==> src/rtl/button_debouncer.sv <==
// ---------------------------------------------------------------------------
// button_debouncer
//
// Debounces one mechanical push-button for the Snake Game control logic.
// The raw pad level is first synchronized into the clk domain through a
// SYNC_STAGES-deep flop chain. A four-state FSM then only lets button_out
// follow the synchronized level after it has differed from button_out on
// DEBOUNCE_CYCLES consecutive rising edges. A single sample that agrees with
// button_out restarts the count.
//
// Optional feature (macro BUTTON_DEBOUNCER_EDGE_EN):
//   adds press_pulse / release_pulse, one-cycle registered strobes that are
//   high in the same cycle button_out changes 0->1 / 1->0.
//
// Ports:
//   clk           in   system clock, rising edge
//   reset         in   asynchronous, active-high reset
//   button_in     in   raw, asynchronous, bouncy level (1 = pressed)
//   button_out    out  debounced, registered level
//   press_pulse   out  one-cycle strobe on debounced 0->1 (EDGE_EN only)
//   release_pulse out  one-cycle strobe on debounced 1->0 (EDGE_EN only)
//
// Debug: fsm_q is a packed struct {state, cnt} holding the whole FSM state,
// so checkers can bind to it directly.
// ---------------------------------------------------------------------------
module button_debouncer #(
  parameter int DEBOUNCE_CYCLES = 1000000,
  parameter int SYNC_STAGES     = 2,
  parameter int CNT_WIDTH       = $clog2(DEBOUNCE_CYCLES + 1)
) (
  input  logic clk,
  input  logic reset,
  input  logic button_in,
  output logic button_out
`ifdef BUTTON_DEBOUNCER_EDGE_EN
  ,
  output logic press_pulse,
  output logic release_pulse
`endif
);

  typedef enum logic [1:0] {
    IDLE         = 2'd0,
    PRESS_WAIT   = 2'd1,
    PRESSED      = 2'd2,
    RELEASE_WAIT = 2'd3
  } state_e;

  typedef struct packed {
    state_e                 state;
    logic [CNT_WIDTH-1:0]   cnt;
  } fsm_t;

  // Count value on which the next differing sample accepts the change.
  localparam logic [CNT_WIDTH-1:0] CNT_LAST = CNT_WIDTH'(DEBOUNCE_CYCLES - 1);
  // With a one-cycle debounce the first differing sample accepts directly,
  // so the WAIT states are never entered.
  localparam bit SINGLE_CYCLE = (DEBOUNCE_CYCLES == 1);

  logic [SYNC_STAGES-1:0] sync_chain_q, sync_chain_d;
  logic                   sync_q;
  fsm_t                   fsm_q, fsm_d;
  logic                   button_out_q, button_out_d;

  assign sync_chain_d = {sync_chain_q[SYNC_STAGES-2:0], button_in};
  assign sync_q       = sync_chain_q[SYNC_STAGES-1];

  always_comb begin
    fsm_d = fsm_q;
    case (fsm_q.state)
      IDLE: begin
        if (sync_q) begin
          if (SINGLE_CYCLE) begin
            fsm_d.state = PRESSED;
            fsm_d.cnt   = '0;
          end else begin
            fsm_d.state = PRESS_WAIT;
            fsm_d.cnt   = CNT_WIDTH'(1);
          end
        end else begin
          fsm_d.cnt = '0;
        end
      end
      PRESS_WAIT: begin
        if (!sync_q) begin
          fsm_d.state = IDLE;
          fsm_d.cnt   = '0;
        end else if (fsm_q.cnt == CNT_LAST) begin
          fsm_d.state = PRESSED;
          fsm_d.cnt   = '0;
        end else begin
          fsm_d.cnt = fsm_q.cnt + CNT_WIDTH'(1);
        end
      end
      PRESSED: begin
        if (!sync_q) begin
          if (SINGLE_CYCLE) begin
            fsm_d.state = IDLE;
            fsm_d.cnt   = '0;
          end else begin
            fsm_d.state = RELEASE_WAIT;
            fsm_d.cnt   = CNT_WIDTH'(1);
          end
        end else begin
          fsm_d.cnt = '0;
        end
      end
      RELEASE_WAIT: begin
        if (sync_q) begin
          fsm_d.state = PRESSED;
          fsm_d.cnt   = '0;
        end else if (fsm_q.cnt == CNT_LAST) begin
          fsm_d.state = IDLE;
          fsm_d.cnt   = '0;
        end else begin
          fsm_d.cnt = fsm_q.cnt + CNT_WIDTH'(1);
        end
      end
      default: begin
        fsm_d.state = IDLE;
        fsm_d.cnt   = '0;
      end
    endcase
  end

  // The debounced level is 1 exactly in the states that follow an accepted
  // press; registering it from the next state keeps it glitch-free.
  assign button_out_d = (fsm_d.state == PRESSED) || (fsm_d.state == RELEASE_WAIT);

`ifdef BUTTON_DEBOUNCER_EDGE_EN
  logic press_pulse_q, press_pulse_d;
  logic release_pulse_q, release_pulse_d;

  assign press_pulse_d   = button_out_d & ~button_out_q;
  assign release_pulse_d = ~button_out_d & button_out_q;
`endif

  always_ff @(posedge clk or posedge reset) begin
    if (reset) begin
      sync_chain_q    <= '0;
      fsm_q           <= '{state: IDLE, cnt: '0};
      button_out_q    <= 1'b0;
`ifdef BUTTON_DEBOUNCER_EDGE_EN
      press_pulse_q   <= 1'b0;
      release_pulse_q <= 1'b0;
`endif
    end else begin
      sync_chain_q    <= sync_chain_d;
      fsm_q           <= fsm_d;
      button_out_q    <= button_out_d;
`ifdef BUTTON_DEBOUNCER_EDGE_EN
      press_pulse_q   <= press_pulse_d;
      release_pulse_q <= release_pulse_d;
`endif
    end
  end

  assign button_out = button_out_q;
`ifdef BUTTON_DEBOUNCER_EDGE_EN
  assign press_pulse   = press_pulse_q;
  assign release_pulse = release_pulse_q;
`endif

endmodule

==> config.mk <==
export PLATFORM = sky130hd
export DESIGN_NAME = button_debouncer
export DESIGN_NICKNAME = d
export VERILOG_FILES = /design/src/rtl/button_debouncer.sv
export SDC_FILE = /design/constraint.sdc
export NUM_CORES = 1
export LEC_CHECK = 0
export BUFFER_PORTS_ARGS = -buffer_cell sky130_fd_sc_hd__buf_2
export CORE_MARGIN = 4
export CORE_UTILIZATION = 67
export CTS_BUF_LIST = sky130_fd_sc_hd__clkbuf_4
export DETAILED_ROUTE_END_ITERATION = 8
export PLACE_DENSITY = 0.9
export SETUP_SLACK_MARGIN = 0.5
export SYNTH_ARGS = -nofsm -noshare
export SYNTH_HDL_FRONTEND = slang
export SYNTH_SLANG_ARGS = --single-unit
==> constraint.sdc <==
create_clock -name clk -period 5.4 [get_ports clk]
set_input_delay 0.54 -clock clk [delete_from_list [all_inputs] [get_ports clk]]
set_output_delay 0.54 -clock clk [all_outputs]
set_load 0.01 [all_outputs]
==> reports/summary.txt <==
Wire length on met2 = 1059 um
Vias in the first global route = 843
Internal reg-to-reg setup slack = 3.10 ns
VDD IR-drop max = 0.1972 mV
Summed instance area of the synthesized netlist = 1139 um2
Depth of the most critical reg-to-reg path = 5
Instance count of the mapped netlist = 114
Input/output buffers = 3
Static Leak = 0.4615 nW
Total Power = 0.2695 mW
# clock sinks = 24
Fraction of final layout cells sized beyond drive strength 1 = 8.403%
CTS H-tree lvls = 1
Fraction of the cycle the final worst path needs = 42.59%
Post-Route M1 WL = 937 um
Endpoints failing hold = 0
Die X = 49.23 um
Clock edge transition at the registers on the reported setup and hold paths = 0.12 ns
Nets = 124
Reg-to-Reg End = fsm_q[6]
Net count of the mapped netlist = 118
Setup Fix Bufs, Post-CTS = 0
Clock period minus final worst setup slack = 2.300 ns
Starting utilization of the core area = 73.03%
# setup viols final = 0
Total met3 wirelength after detailed routing = 87 um
Detailed Place HPWL = 1536 um
Starting DRC count in detailed routing = 19
Type of the worst min-delay path = in -> reg
DRT Pass-1 Iters = 4
Layout area overhead = 4.505%
Actual slew at the worst max-slew pin = 0.8611 ns
Count of vias placed by the detailed router = 831
Top routing layer in use = met4
Worst R2R Start = fsm_q[0]
RSZ-0062 raised after global routing = no
Number of antenna violations at the first check in global routing = 0
Required time at the endpoint of the critical path = 5.58 ns
Distinct cell type count of the synthesized netlist = 24
Setup total negative slack = 0 ns
Relative max-transition margin = 42.53%
CTS root buffer = clkbuf_4
Total die area = 2423 um2
Startpoint-to-endpoint class of the critical path = reg -> reg
GRT Residual Overflow = 0
CP Data Arrival Time = 2.48 ns
Number of cell rows = 14
Weighted congestion at the end of routability-driven global placement = 0.8009
Mean number of vias per cell = 6.156
TritonCTS Buffers = 3
Routed wire per std cell = 15.71 um
Vertical die dimension = 49.23 um
Largest clock skew in the final design = 0.007924 ns
Hold Path Cell Cnt = 1
Wire length of the first global-routing pass = 3726 um
Maximum buffer depth of the clock tree = 2
Diodes inserted = 0
Area inside the core boundary = 1559 um2
Highest Clock Rate = 434.8 MHz
Total cell area at the placement stage = 1164 um2
Critical Path Max Stage Delay = 0.62 ns
Post-route DRC violation count = 0
CTS tree = yes
Largest net degree at the start of global routing = 25
Post_cts resized = 0
Post-Synthesis Mean Instance Area = 9.988 um2
Critical Path Slowest Stage Cell = o21ai_2
Crit path cell chain = ha_1, nand2_1, or4_1, o21ai_2, nor2_1
Total Routing Usage GR = 19.95%
Total of flip-flops plus latches after synthesis = 24
Final standard cell area without fillers = 1190 um2
Maximum fanout encountered on the critical timing path = 19
Number of pins with negative max-slew slack in the final report = 0
Clock latency at the later pin of the worst-skew pair = 0.31 ns
CP endpoint kind = flip-flop
Sequential fraction of the synthesis area = 52.75%
Startpoint type of the worst setup path = flip-flop
CTS Hold Bufs = 0
Endpoint, Worst Hold = sync_chain_q[0]
Source of the worst hold timing path = button_in
Count of maximum capacitance violations = 0
Number of top-level design ports = 4
Run status = finished, final reports clean
Wire length after detailed routing = 2121 um
PD cells = 226.5 nW/um2
Number of routed nets with antenna violations = 0
Total of warnings raised by yosys = 0
==> cells in the mapped netlist (all sizes together) <==
| cell | n | area (um2) |
|---|---|---|
| mux2 | 1 | 11.26 |
| nand2 | 6 | 22.52 |
| inv | 7 | 26.28 |
| xnor2 | 12 | 105.1 |
| nor3 | 5 | 25.02 |
| nand3b | 1 | 7.510 |
| o21ai | 4 | 23.77 |
| o31ai | 2 | 15.01 |
| a211oi | 1 | 7.510 |
| or3 | 2 | 12.51 |
| a21oi | 5 | 25.02 |
| nor4 | 2 | 12.51 |
| nor2 | 20 | 75.07 |
| or4 | 7 | 53.80 |
| nand4 | 4 | 40.04 |
| ha | 1 | 12.51 |
| xor2 | 2 | 17.52 |
| dfrtp | 24 | 600.6 |
| nand3 | 6 | 35.03 |
| buf | 2 | 10.01 |
==> metrics by stage <==
step | util [%] | hold slack (ns) | std cells | setup slack, ns
2_1_floorplan | - | 0.3312 | 114 | 3.418
3_3_place_gp | 74.64 | 0.3318 | 131 | 3.269
3_5_place_dp | 74.64 | 0.3484 | 131 | 3.076
4_1_cts | 76.32 | 0.3250 | 135 | 3.072
5_1_grt | 76.32 | 0.3106 | 135 | 2.900
6_report | 76.32 | 0.3344 | 135 | 3.100
==> report_power, final <==
part | internal (mW) | leakage, nW | switching, mW
combinational | 0.00222 | 0.120 | 0.00740
clock | 0.0270 | 0.0154 | 0.0494
sequential | 0.182 | 0.326 | 0.00164
total | 0.211 | 0.461 | 0.0584
==> cells by family after synthesis <==
family          after synthesis  share of synthesized area (%)
compound gates               12                          6.263
xor+xnor                     14                          10.77
fa+ha+maj                     1                          1.099
buf+inv                       9                          3.187
flops                        24                          52.75
mux                           1                         0.9889
simple gates                 53                          24.94
==> critical path, delay by kind of cell, from the launching register on <==
family                   cells  cell delay [ns]
AO/OA/AOI/OAI                1             0.62
adder cells (fa/ha/maj)      1             0.26
flip-flops                   1             0.41
AND/OR/NAND/NOR              3             0.87
==> worst max-delay path by stage <==
stage,start,endpoint,slack (ns)
after floorplan,fsm_q[0],button_out,3.42
final,fsm_q[0],fsm_q[6],3.10
after global routing,fsm_q[0],fsm_q[7],2.90
after global placement,fsm_q[0],fsm_q[5],3.27
after CTS,fsm_q[0],fsm_q[6],3.07
after detailed placement,fsm_q[0],fsm_q[6],3.08
==> flip-flops by register name, summed over array words and instances, names as in the netlist <==
name          flops
fsm_q            21
button_out        1
sync_chain_q      2
==> final cells by class <==
cell class,count,area [um2]
repair buffers,3,15.01
inverters,7,26.28
fillers,101,369.1
clock buffers,3,22.52
well taps,16,20.02
clock inverters,1,3.754
flip-flops and latches,24,600.6
multi-input cells,81,501.7
==> layer usage <==
metal	vias up	track usage (%)
li1	403	-
met1	398	23.91
met2	25	35.27
met3	5	2.752
met4	0	8.531
met5	-	0
==> placed cells by master (no fill, tap or decap) <==
| master | n |
|---|---|
| nand2_1 | 6 |
| nand3_1 | 5 |
| or4_1 | 6 |
| nor2_1 | 20 |
| o21ai_2 | 1 |
| o21ai_0 | 3 |
| xor2_1 | 2 |
| a21oi_1 | 5 |
| nand3_2 | 1 |
| nor3_1 | 5 |
| ha_1 | 1 |
| buf_2 | 3 |
| clkbuf_4 | 3 |
| mux2_1 | 1 |
| nand3b_1 | 1 |
| a211oi_1 | 1 |
| clkinv_1 | 1 |
| o31ai_1 | 2 |
| xnor2_1 | 12 |
| or3_1 | 2 |
| or4_2 | 1 |
| inv_1 | 7 |
| nand4_4 | 1 |
| dfrtp_1 | 24 |
| nor4_1 | 2 |
| nand4_1 | 3 |
No activity file was read; power rests on OpenSTA's default activity.
